$ cat src/rtl/studio_pkg.sv
// Shared types and memory map for the Studio II main-memory arbiter.
// The region bounds refer to addr[11:0]; the upper address bits only mirror them.
package studio_pkg;

    typedef enum logic [1:0] {
        ST_IDLE = 2'd0,
        ST_MEM  = 2'd1,
        ST_RESP = 2'd2
    } state_e;

    typedef enum logic [1:0] {
        REQ_LOADER = 2'd0,
        REQ_DMA    = 2'd1,
        REQ_CPU    = 2'd2
    } req_e;

    localparam logic [11:0] BIOS_BASE     = 12'h000;
    localparam logic [11:0] CART_BASE     = 12'h400;
    localparam logic [11:0] ROM_SIZE      = 12'h400;
    localparam logic [11:0] RAM_BASE      = 12'h800;
    localparam logic [11:0] RAM_SIZE      = 12'h200;
    localparam logic [11:0] MAPPED_END    = RAM_BASE + RAM_SIZE;
    localparam logic [10:0] LOAD_LIMIT    = 11'h400;
    localparam logic [7:0]  UNMAPPED_DATA = 8'hFF;

    function automatic logic is_mapped(input logic [11:0] addr);
        return addr < MAPPED_END;
    endfunction

    function automatic logic is_ram(input logic [11:0] addr);
        return (addr >= RAM_BASE) && (addr < MAPPED_END);
    endfunction

endpackage

$ cat src/rtl/studio_loader_capture.sv
// HPS download capture: one-byte holding register, written-byte counter and
// the sticky BIOS/cartridge loaded flags derived from the download edges.
module studio_loader_capture
    import studio_pkg::*;
#(
    parameter int MIN_BIOS = 512
) (
    input  logic        clk_sys,
    input  logic        reset,
    input  logic        ioctl_download,
    input  logic [7:0]  ioctl_index,
    input  logic        ioctl_wr,
    input  logic [24:0] ioctl_addr,
    input  logic [7:0]  ioctl_dout,
    input  logic        done_i,
    output logic        req_o,
    output logic [11:0] addr_o,
    output logic [7:0]  data_o,
    output logic        we_o,
    output logic        ioctl_wait,
    output logic        bios_loaded,
    output logic        cart_loaded,
    output logic        load_overflow
);
    localparam logic [10:0] MIN_BIOS_CNT = 11'(MIN_BIOS);

    logic        valid_q, valid_d;
    logic [11:0] addr_q, addr_d;
    logic [7:0]  data_q, data_d;
    logic        we_q, we_d;
    logic [10:0] cnt_q, cnt_d;
    logic        dl_q;
    logic        bios_q, bios_d;
    logic        cart_q, cart_d;
    logic        ovf_q, ovf_d;

    logic        idx_bios, idx_cart, idx_ok, in_range, accept, dl_rise, dl_fall;
    logic [11:0] new_addr;

    assign idx_bios = (ioctl_index == 8'd0);
    assign idx_cart = (ioctl_index == 8'd1);
    assign idx_ok   = idx_bios || idx_cart;
    assign in_range = (ioctl_addr < {13'd0, ROM_SIZE});
    assign accept   = ioctl_wr && idx_ok && !valid_q;
    assign new_addr = (idx_cart ? CART_BASE : BIOS_BASE) | {2'b00, ioctl_addr[9:0]};
    assign dl_rise  = ioctl_download && !dl_q;
    assign dl_fall  = !ioctl_download && dl_q;

    // A fresh byte is offered straight to the arbiter so it can win in the same cycle it arrives.
    assign req_o  = valid_q || accept;
    assign addr_o = valid_q ? addr_q : new_addr;
    assign data_o = valid_q ? data_q : ioctl_dout;
    assign we_o   = valid_q ? we_q : in_range;

    assign ioctl_wait    = valid_q;
    assign bios_loaded   = bios_q;
    assign cart_loaded   = cart_q;
    assign load_overflow = ovf_q;

    always_comb begin
        valid_d = valid_q;
        addr_d  = addr_q;
        data_d  = data_q;
        we_d    = we_q;
        cnt_d   = cnt_q;
        bios_d  = bios_q;
        cart_d  = cart_q;
        ovf_d   = ovf_q;
        if (done_i) begin
            valid_d = 1'b0;
        end
        if (accept) begin
            valid_d = 1'b1;
            addr_d  = new_addr;
            data_d  = ioctl_dout;
            we_d    = in_range;
            if (in_range && (cnt_q != LOAD_LIMIT)) begin
                cnt_d = cnt_q + 11'd1;
            end
        end
        if (ioctl_wr && idx_ok && valid_q) begin
            ovf_d = 1'b1;
        end
        if (dl_rise && idx_ok) begin
            cnt_d = 11'd0;
            if (idx_bios) bios_d = 1'b0;
            if (idx_cart) cart_d = 1'b0;
        end
        if (dl_fall) begin
            if (idx_bios && (cnt_q >= MIN_BIOS_CNT)) bios_d = 1'b1;
            if (idx_cart && (cnt_q != 11'd0))        cart_d = 1'b1;
        end
    end

    always_ff @(posedge clk_sys) begin
        if (reset) begin
            valid_q <= 1'b0;
            addr_q  <= 12'h000;
            data_q  <= 8'h00;
            we_q    <= 1'b0;
            cnt_q   <= 11'd0;
            dl_q    <= 1'b0;
            bios_q  <= 1'b0;
            cart_q  <= 1'b0;
            ovf_q   <= 1'b0;
        end else begin
            valid_q <= valid_d;
            addr_q  <= addr_d;
            data_q  <= data_d;
            we_q    <= we_d;
            cnt_q   <= cnt_d;
            dl_q    <= ioctl_download;
            bios_q  <= bios_d;
            cart_q  <= cart_d;
            ovf_q   <= ovf_d;
        end
    end

endmodule

$ cat src/rtl/studio_mem_arbiter.sv
// Three-way arbiter (loader > DMA > CPU, with a CPU starvation guard) for the
// single-port 4 KB Studio II memory; every access takes IDLE -> MEM -> RESP.
module studio_mem_arbiter
    import studio_pkg::*;
#(
    parameter int DMA_MAX  = 8,
    parameter int MIN_BIOS = 512
) (
    input  logic        clk_sys,
    input  logic        reset,
    input  logic        ioctl_download,
    input  logic [7:0]  ioctl_index,
    input  logic        ioctl_wr,
    input  logic [24:0] ioctl_addr,
    input  logic [7:0]  ioctl_dout,
    output logic        ioctl_wait,
    input  logic        cpu_req,
    input  logic        cpu_we,
    input  logic [15:0] cpu_addr,
    input  logic [7:0]  cpu_wdata,
    output logic [7:0]  cpu_rdata,
    output logic        cpu_ack,
    input  logic        dma_req,
    input  logic [15:0] dma_addr,
    output logic [7:0]  dma_rdata,
    output logic        dma_ack,
    output logic [11:0] mem_addr,
    output logic        mem_we,
    output logic [7:0]  mem_wdata,
    input  logic [7:0]  mem_rdata,
    output logic        bios_loaded,
    output logic        cart_loaded,
    output logic        load_overflow
);
    localparam int            SW           = $clog2(DMA_MAX + 1);
    localparam logic [SW-1:0] STARVE_LIMIT = SW'(DMA_MAX);

    state_e        state_q, state_d;
    req_e          grant_q, grant_d;
    logic [11:0]   mem_addr_q, mem_addr_d;
    logic          mem_we_q, mem_we_d;
    logic [7:0]    mem_wdata_q, mem_wdata_d;
    logic          unmapped_q, unmapped_d;
    logic          cpu_ack_q, cpu_ack_d;
    logic          dma_ack_q, dma_ack_d;
    logic [7:0]    cpu_rdata_q, cpu_rdata_d;
    logic [7:0]    dma_rdata_q, dma_rdata_d;
    logic [SW-1:0] starve_q, starve_d;

    logic        ld_req, ld_we, ld_done, cpu_starved;
    logic [11:0] ld_addr;
    logic [7:0]  ld_data, resp_data;
    logic        unused_addr_hi;

    assign unused_addr_hi = ^{cpu_addr[15:12], dma_addr[15:12]};

    assign ld_done     = (state_q == ST_RESP) && (grant_q == REQ_LOADER);
    assign cpu_starved = cpu_req && (starve_q >= STARVE_LIMIT);
    assign resp_data   = unmapped_q ? UNMAPPED_DATA : mem_rdata;

    studio_loader_capture #(
        .MIN_BIOS(MIN_BIOS)
    ) u_loader (
        .clk_sys       (clk_sys),
        .reset         (reset),
        .ioctl_download(ioctl_download),
        .ioctl_index   (ioctl_index),
        .ioctl_wr      (ioctl_wr),
        .ioctl_addr    (ioctl_addr),
        .ioctl_dout    (ioctl_dout),
        .done_i        (ld_done),
        .req_o         (ld_req),
        .addr_o        (ld_addr),
        .data_o        (ld_data),
        .we_o          (ld_we),
        .ioctl_wait    (ioctl_wait),
        .bios_loaded   (bios_loaded),
        .cart_loaded   (cart_loaded),
        .load_overflow (load_overflow)
    );

    always_comb begin
        state_d     = state_q;
        grant_d     = grant_q;
        mem_addr_d  = mem_addr_q;
        mem_we_d    = 1'b0;
        mem_wdata_d = mem_wdata_q;
        unmapped_d  = unmapped_q;
        cpu_ack_d   = 1'b0;
        dma_ack_d   = 1'b0;
        cpu_rdata_d = cpu_rdata_q;
        dma_rdata_d = dma_rdata_q;
        starve_d    = starve_q;
        case (state_q)
            ST_IDLE: begin
                if (ld_req) begin
                    grant_d     = REQ_LOADER;
                    mem_addr_d  = ld_addr;
                    mem_we_d    = ld_we;
                    mem_wdata_d = ld_data;
                    unmapped_d  = 1'b0;
                    state_d     = ST_MEM;
                end else if (dma_req && !cpu_starved) begin
                    grant_d    = REQ_DMA;
                    mem_addr_d = dma_addr[11:0];
                    unmapped_d = !is_mapped(dma_addr[11:0]);
                    starve_d   = cpu_req ? (starve_q + SW'(1)) : '0;
                    state_d    = ST_MEM;
                end else if (cpu_req) begin
                    grant_d     = REQ_CPU;
                    mem_addr_d  = cpu_addr[11:0];
                    // ROM and unmapped writes still run the full sequence, just without a strobe.
                    mem_we_d    = cpu_we && is_ram(cpu_addr[11:0]);
                    mem_wdata_d = cpu_wdata;
                    unmapped_d  = !is_mapped(cpu_addr[11:0]);
                    starve_d    = '0;
                    state_d     = ST_MEM;
                end
            end
            ST_MEM: begin
                state_d = ST_RESP;
            end
            ST_RESP: begin
                state_d = ST_IDLE;
                if (grant_q == REQ_DMA) begin
                    dma_rdata_d = resp_data;
                    dma_ack_d   = 1'b1;
                end else if (grant_q == REQ_CPU) begin
                    cpu_rdata_d = resp_data;
                    cpu_ack_d   = 1'b1;
                end
            end
            default: begin
                state_d = ST_IDLE;
            end
        endcase
    end

    always_ff @(posedge clk_sys) begin
        if (reset) begin
            state_q     <= ST_IDLE;
            grant_q     <= REQ_LOADER;
            mem_addr_q  <= 12'h000;
            mem_we_q    <= 1'b0;
            mem_wdata_q <= 8'h00;
            unmapped_q  <= 1'b0;
            cpu_ack_q   <= 1'b0;
            dma_ack_q   <= 1'b0;
            cpu_rdata_q <= UNMAPPED_DATA;
            dma_rdata_q <= UNMAPPED_DATA;
            starve_q    <= '0;
        end else begin
            state_q     <= state_d;
            grant_q     <= grant_d;
            mem_addr_q  <= mem_addr_d;
            mem_we_q    <= mem_we_d;
            mem_wdata_q <= mem_wdata_d;
            unmapped_q  <= unmapped_d;
            cpu_ack_q   <= cpu_ack_d;
            dma_ack_q   <= dma_ack_d;
            cpu_rdata_q <= cpu_rdata_d;
            dma_rdata_q <= dma_rdata_d;
            starve_q    <= starve_d;
        end
    end

    assign mem_addr  = mem_addr_q;
    assign mem_we    = mem_we_q;
    assign mem_wdata = mem_wdata_q;
    assign cpu_ack   = cpu_ack_q;
    assign dma_ack   = dma_ack_q;
    assign cpu_rdata = cpu_rdata_q;
    assign dma_rdata = dma_rdata_q;

endmodule

$ cat config.mk
export PLATFORM = sky130hd
export DESIGN_NAME = studio_mem_arbiter
export DESIGN_NICKNAME = d
export VERILOG_FILES = /design/src/rtl/studio_pkg.sv /design/src/rtl/studio_loader_capture.sv /design/src/rtl/studio_mem_arbiter.sv
export SDC_FILE = /design/constraint.sdc
export NUM_CORES = 1
export LEC_CHECK = 0
export BUFFER_PORTS_ARGS = -buffer_cell sky130_fd_sc_hd__buf_2
export CAP_MARGIN = 10
export CORE_ASPECT_RATIO = 0.8
export CORE_UTILIZATION = 46
export CTS_CLUSTER_DIAMETER = 30
export CTS_CLUSTER_SIZE = 25
export DETAILED_ROUTE_END_ITERATION = 8
export PLACE_DENSITY = 0.77
export REMOVE_ABC_BUFFERS = 1
export SLEW_MARGIN = 5
export SYNTH_ARGS = -nofsm -noshare
export SYNTH_HDL_FRONTEND = slang
export SYNTH_SLANG_ARGS = --single-unit
$ cat constraint.sdc
create_clock -name clk_sys -period 1.8 [get_ports clk_sys]
set_input_delay 0.09 -clock clk_sys [delete_from_list [all_inputs] [get_ports clk_sys]]
set_output_delay 0.09 -clock clk_sys [all_outputs]
set_load 0.02 [all_outputs]
# Word level (Yosys, flattened, before mapping)
# Index checks and enable logic that the tools add are counted.
# W data, S select, Z words.
# totals
regBits	85
in_bits	96
out_inout_bits	43
elab_cells	120
# op_classes
add_sub_neg	2
magnitude_cmp	6
n_eq_ne	8
n_mux	39
bitwise_logic	5
reduce_logical	40
# ops
op	count
$mux W12	4
$mux W8	5
$lt A25 B11 Y1 const B	1
$lt A12 B12 Y1 const B	2
$mux W1	19
$logic_and A1 B1 Y1	14
$ge A12 B12 Y1 const B	1
$mux W2	6
$mux W4	3
$or A12 B10 Y12	1
$add A11 B1 Y11 const B	1
$ge A11 B10 Y1 const B	1
$mux W11	1
$ne A11 B11 Y1 const B	1
$reduce_bool A11 Y1	1
$reduce_and A3 Y1	3
$eq A8 B1 Y1 const B	1
$logic_not A8 Y1	1
$logic_not A1 Y1	6
$reduce_and A2 Y1	3
$reduce_bool A2 Y1	3
$reduce_or A2 Y1	3
$add A4 B1 Y4 const B	1
$eq A2 B1 Y1 const B	2
10 further kinds	16

# Longest topological paths before layout
# Gate-level depths: netlist of the first run.
# depth
ltp_word	7
depth_mapped	6

# Modules after synthesis
# A second synthesis of the first run with hierarchy kept.
# hier_totals
cells_unflattened	450
hier_area_um2	4027.6
# by_module_without_submodules
mod	instances	cells_each	area_per_inst_um2	seq_area_each_um2
studio_mem_arbiter	1	225	2145.8	960.9
studio_loader_capture	1	225	1881.8	720.7

# Least setup slack after synthesis of the first run
# Ideal clock, no wire load.
# synth_timing
path_type	flip-flop to flip-flop
startpoint	register state_q[1]
endpoint	register starve_q[2]
setup_time_ns	0.117
t_arrival_ns	1.606
t_required_ns	1.683
setup_slack_ns	0.077
path_stages_with_launch	6
path_buffers	1
period_less_slack_ns	1.723
cell_sequence	dfxtp_1 or2_2 clkbuf_1 a2111oi_4 o21ai_0 a32o_1
# synth_between
elab_chain_cells	2
# synth_lines
item	line_no	source
from (decl)	studio_mem_arbiter.sv:38	state_e state_q, state_d;
from (signal assigned)	studio_mem_arbiter.sv:153	state_q <= state_d;
$logic_not A2 Y1	studio_mem_arbiter.sv:94	case (state_q)
$reduce_and A3 Y1 (no line)	--	
to (signal assigned)	studio_mem_arbiter.sv:163	starve_q <= starve_d;
to (decl)	studio_mem_arbiter.sv:48	logic [SW-1:0] starve_q, starve_d;
# No other way between the ends.
# A chain may end at the register's enable or synchronous reset.

# Worst setup path after layout of the first run
# layout_timing
startpoint	register state_q[1]
endpoint	register dma_rdata_q[6] (netlist: dma_rdata[6])
# layout_between
elab_chain_cells	2
# layout_lines
item	line_no	source
$eq A2 B2 Y1	studio_mem_arbiter.sv:94	
$reduce_and A2 Y1 (no line)	--	
to (signal assigned)	studio_mem_arbiter.sv:162	dma_rdata_q <= dma_rdata_d;
to (decl)	studio_mem_arbiter.sv:47	logic [7:0] dma_rdata_q, dma_rdata_d;
# No other way between the ends.

==> results of run 1 <==
-- area by class of cell --
cell class / instances / area share
multi-input combinational: 352 / 0.4204
inverter: 5 / 0.003446
sequential: 84 / 0.3088
tap: 112 / 0.02573
timing repair buffer: 185 / 0.2077
clock inverter: 6 / 0.008730
clock buffer: 10 / 0.02527
-- metal layers --
metal | GRT usage | share of wire
met1 | 0.3346 | 0.43
met2 | 0.4441 | 0.48
met3 | 0.05310 | 0.072
met4 | 0.1071 | 0.021
met5 | 0 | 0
-- power breakdown --
group / leakage (nW) / internal [W] / switching, W
Clock: 0.0811 / 0.000545 / 0.000722
Combinational: 1.49 / 0.000296 / 0.000347
Sequential: 0.683 / 0.00192 / 0.0000415
Total: 2.26 / 0.00276 / 0.00111
-- worst max path at each step --
stage | slack [ps] | to | cells past startpoint | start
6_report | 160 | dma_rdata[6] | 3 | state_q[1]
5_1_grt | 90 | starve_q[2] | 4 | state_q[1]
4_1_cts | 180 | u_loader.cnt_q[0] | 6 | u_loader.cnt_q[0]
3_5_place_dp | -20 | mem_addr[1] | 5 | ioctl_index[5]
3_3_place_gp | 70 | mem_addr[7] | 6 | ioctl_index[5]
2_1_floorplan | -850 | u_loader.cnt_q[6] | 4 | u_loader.ioctl_wait
-- logic make-up after synthesis --
group                      synth area share
and+or+nand+nor                      0.2525
AOI/OAI and AO/OA                    0.2549
adders and majority gates          0.009051
buffers and inverters               0.04404
DFF                                  0.4054
muxes                               0.03409
-- per-stage QoR --
step | utilization | cell area [um^2]
after global routing | 0.6336 | 5446
after floorplan | - | 3984
after CTS | 0.6329 | 5440
after detailed placement | 0.5857 | 5035
after global placement | 0.5857 | 5035
final | 0.6336 | 5446
-- cells in the final DEF (no fill, tap or decap), drive strengths merged, types with 10 or more instances in the layout --
cell | netlist | routed
nand2b | 17 | 17
clkbuf | 27 | 10
buf | 10 | 163
and3 | 13 | 13
a311oi | 17 | 17
nor2 | 40 | 40
dfxtp | 84 | 84
nand2 | 63 | 63
nand4 | 10 | 10
a21oi | 41 | 41
dlygate4sd3 | 0 | 22
a211o | 30 | 30
mux2i | 13 | 13
nor3 | 15 | 15
-- worst min-delay path, cell delays in order --
cell    delay (ps)
buf_2          120
inv_1           70
nor2_1          40
-- sequential cells by signal, summed over array words and instances, names as in the netlist, 2 cells and up --
signal,cells
dma_rdata,8
mem_wdata,8
u_loader.addr_q,11
state_q,2
u_loader.data_q,8
mem_addr,12
u_loader.cnt_q,11
starve_q,4
grant_q,2
cpu_rdata,8
-- cell usage after synthesis, types with 3 or more instances --
library cell | n | share of area
and3_1 | 13 | 0.020
inv_1 | 5 | 0.0045
nor3b_1 | 3 | 0.0054
nand4b_1 | 3 | 0.0063
nand4_1 | 10 | 0.015
nor4_1 | 5 | 0.0075
clkbuf_1 | 27 | 0.024
buf_2 | 5 | 0.0060
nand3_1 | 8 | 0.0097
nor3_1 | 14 | 0.017
nand2_1 | 63 | 0.057
nor2_1 | 40 | 0.036
a211o_1 | 30 | 0.063
a311oi_1 | 11 | 0.023
a32o_1 | 9 | 0.022
and2_1 | 5 | 0.0075
a31oi_1 | 5 | 0.0075
and4_1 | 3 | 0.0063
a21boi_1 | 3 | 0.0054
ha_1 | 3 | 0.0091
dfxtp_1 | 84 | 0.41
a21oi_1 | 41 | 0.049
o21ai_0 | 8 | 0.0097
a311oi_2 | 6 | 0.022
mux2i_1 | 13 | 0.031
nand2b_1 | 17 | 0.026
or4_1 | 3 | 0.0054
o2111a_1 | 5 | 0.014
o31ai_1 | 5 | 0.0091
-- timing repair --
action	CTS	global route
hold buffers	22	0
hold endpoints to repair	22	0
resized for setup	0	1
endpoints found under the setup margin	0	1
==> flow_summary.yaml, run 1 <==
layout:
  drive_gt1_frac: 0.3069
  fillCellCount: 749
  multi_input_area_um2: 2290
  antenna_cells: 0
  finish.net_count: 736
  area_growth_pct: 31.31
  stdcell_count: 754
  regArea_um2: 1682
floorplan:
  die_w_um: 108.2
  row_count: 30
  coreArea_um2: 8596
  io_pins: 139
  floorplan.die_area_um2: 9403
  start_util: 0.4825
  dieHeight_um: 86.93
hold_path:
  hold_start: "ioctl_download"
  hp-class: "input port to register"
  hold_end: "u_loader.dl_q"
  hold_depth: 3
worst_setup_path:
  crit_fanout: 17
  crit_arrival_ps: 1890
  slowest_delay_ps: 410
  path_cells: "nor3b_1 > nand2_1 > a211o_1"
  critPathLaunchType: "register"
  required_ps: 2050
  rrSetupSlack_ps: 160
  reg2reg_depth: 3
  rr_startpoint: "state_q[1]"
  slowest_stage: "nand2_1"
  crit_buf_inv: 0
  path_delay_family: "simple AND/OR/NAND/NOR gates"
  cp-end-kind: "register"
  worst-setup-path-type: "register to register"
  r2r_end: "dma_rdata[6]"
global_routing:
  grt.overflow.total: 0
  grt_pass1_wl_um: 19440
  antenna_found_initial: 0
  grt_pass1_vias: 4151
  grt_usage: 0.2651
  grt_max_degree: 46
timing:
  fmax_mhz: 609.0
  fin_tns_setup_ps: 0
  clock_skew_ps: 11.52
  setup_viol: 0
  rsz0062_at_grt: "no"
  worst_pin_slew_ps: 771.4
  period_minus_slack_ps: 1642
  worst_slack_ps: 157.9
  report.final.slew_viol_count: 0
  hold_viol_final: 0
  holdWs_ps: 11.03
  timing.slew.headroom: 0.4857
  fin_crit_sh: 0.9123
power:
  p_per_area_nw_per_um2: 710.5
  ir_worst_vdd_mv: 0.3890
  power_leakage_nw: 2.257
  power_w: 0.003870
synth:
  ys_ff_latch: 84
  ys_seq_area_frac: 0.4054
  yosys_warnings: 0
  syn_inst: 478
  syn_area_per_cell_um2: 8.677
  synthFlopType: "dfxtp_1"
  synth_edf_count: 0
  synthDistinctLibCells: 52
  synthArstFlopShare: 0
  syn_area_um2: 4148
clock_tree:
  cts_root_buf: "clkbuf_8"
  clock_latency_ps: 360
  cts_made_buffers: 9
  cts_sinks: 84
  cts_setup_buffers: 0
  clk_path_buf_depth: 2
  cts_tree: "yes"
  htree_num_levels: 3
  clk_pin_slew_worst_paths_ps: 80
place:
  place_congestion: 0.9632
  place_hpwl_um: 8842
  dp_cells: 716
  portBuffers: 130
  place_ws_ps: -22.38
status:
  status: "complete, no violations"
drt:
  drt-initial-drc-count: 291
  vias_per_cell: 5.781
  wl_per_cell_um: 15.99
  vias: 4359
  drc: 0
  totalWireLength_um: 12060
  postRouteAntennaNets: 0
  drtPass1Iterations: 5
run:
  cap_violations: 0
Note: power is estimated with default switching activity, not from simulation.
==> run 2: changes to the inputs <==
CELL_PAD_IN_SITES_DETAIL_PLACEMENT = 1   (was not set)
CELL_PAD_IN_SITES_GLOBAL_PLACEMENT = 1   (was not set)
CORE_UTILIZATION = 33   (was 46)
PLACE_DENSITY = not set   (was 0.77)
PLACE_DENSITY_LB_ADDON = 0.1   (was not set)
==> flow_summary.yaml, run 2 (synthesis gave the netlist of run 1 again) <==
global_routing:
  grt.overflow.total: 0
  antenna_found_initial: 0
  grt_pass1_wl_um: 22070
  grt_max_degree: 30
  grt_usage: 0.2167
  grt_pass1_vias: 4294
timing:
  worst_pin_slew_ps: 811.9
  period_minus_slack_ps: 1660
  holdWs_ps: 6.117
  worst_slack_ps: 139.9
  report.final.slew_viol_count: 0
  rsz0062_at_grt: "no"
  fin_tns_setup_ps: 0
  fmax_mhz: 602.4
  clock_skew_ps: 6.927
  fin_crit_sh: 0.9223
  timing.slew.headroom: 0.4587
  setup_viol: 0
  hold_viol_final: 0
layout:
  final_cell_mix: "buf_2 (130), dfxtp_1 (84), nand2_1 (63), a21oi_1 (41), buf_4 (41)"
  largest_register_ffs: 12
  multi_input_area_um2: 2283
  drive_gt1_frac: 0.3191
  fillCellCount: 1513
  layout_commonest_cell: "buf_2"
  regArea_um2: 1682
  area_growth_pct: 33.21
  antenna_cells: 0
  finish.net_count: 727
drt:
  postRouteAntennaNets: 0
  drc: 0
  vias_per_cell: 5.325
  drtPass1Iterations: 4
  totalWireLength_um: 13770
  drt-initial-drc-count: 215
  vias: 4281
  wl_per_cell_um: 17.13
place:
  place_ws_ps: -42.61
  place_hpwl_um: 10150
  place_congestion: 0.8089
  portBuffers: 130
worst_setup_path:
  crit_arrival_ps: 1890
  worst-setup-path-type: "register to register"
  slowest_stage: "a2111oi_4"
  path_cells: "or2_2 > a2111oi_4 > o21ai_0 > a32o_1"
  slowest_delay_ps: 480
  path_delay_family: "compound AO/OA/AOI/OAI gates"
  required_ps: 2030
  cp-end-kind: "register"
  crit_fanout: 5
  critPathLaunchType: "register"
  crit_buf_inv: 0
clock_tree:
  clk_path_buf_depth: 2
  cts_sinks: 84
  holdBufCountCts: 5
  clk_pin_slew_worst_paths_ps: 60
  cts_made_buffers: 9
  cts.repair.resized: 0
  cts_tree: "yes"
  cts_setup_buffers: 0
  htree_num_levels: 3
  cts_root_buf: "clkbuf_16"
  clock_latency_ps: 330
floorplan:
  coreArea_um2: 12210
  row_count: 36
  die_w_um: 127.3
  start_util: 0.3398
  dieHeight_um: 102.3
  floorplan.die_area_um2: 13020
  io_pins: 139
power:
  swShare: 0.2516
  ir_worst_vdd_mv: 0.4365
  p_per_area_nw_per_um2: 834.1
  p_int_w: 0.003449
  p_comb_frac: 0.137
  seqPwrFrac: 0.426
  power_leakage_nw: 2.291
  p_sw_w: 0.001159
  clockPowerShare: 0.437
status:
  status: "complete, no violations"
hold_path:
  hp-class: "input port to register"
run:
  cap_violations: 0
[run 2: final timing paths]
kind / slack, ps / cells past startpoint / endpoint / start
setup / recovery: 140 / 4 / starve_q[2] / state_q[0]
hold reg to reg: 450 / 2 / u_loader.data_q[6] / u_loader.data_q[6]
hold / removal: 6 / 3 / u_loader.data_q[6] / ioctl_dout[6]
setup reg to reg: 140 / 4 / starve_q[2] / state_q[0]
[run 2: layout make-up]
| cell class | count | share of cell area |
|---|---|---|
| multi-input combinational | 352 | 0.4133 |
| sequential | 84 | 0.3043 |
| timing repair buffer | 176 | 0.1825 |
| clock buffer | 12 | 0.04461 |
| tap | 171 | 0.03872 |
| clock inverter | 4 | 0.01313 |
| inverter | 5 | 0.003397 |
[run 2: power by group through the flow]
stage	Combinational [W]	Sequential [W]	Clock, W
after floorplan	0.000237	0.00205	0
after global placement	0.000605	0.00200	0
after detailed placement	0.000624	0.00200	0
after CTS	0.000637	0.00196	0.00208
after global routing	0.000686	0.00197	0.00215
final	0.000633	0.00196	0.00201
[run 2: stage by stage]
step	area [um^2]	utilization	power (W)	std cells
final	5525	0.4526	0.004609	804
after global routing	5525	0.4526	0.004807	804
after CTS	5525	0.4526	0.004674	804
after detailed placement	5156	0.4224	0.002626	783
after global placement	5156	0.4224	0.002605	783
after floorplan	3984	-	0.002292	441
[run 2: metal layers]
metal / up-vias / global-route usage / routed length (um)
met3: 17 / 0.03979 / 563
met4: 0 / 0.06227 / 187
met1: 2086 / 0.2862 / 6681
met5: - / 0 / 0
met2: 102 / 0.3632 / 6338
li1: 2076 / - / -
[run 2: worst reg2reg max path, stage by stage, from the launching register on]
cell and delay (ps):
dfxtp_1 340, or2_2 330, a2111oi_4 480, o21ai_0 180
a32o_1 240
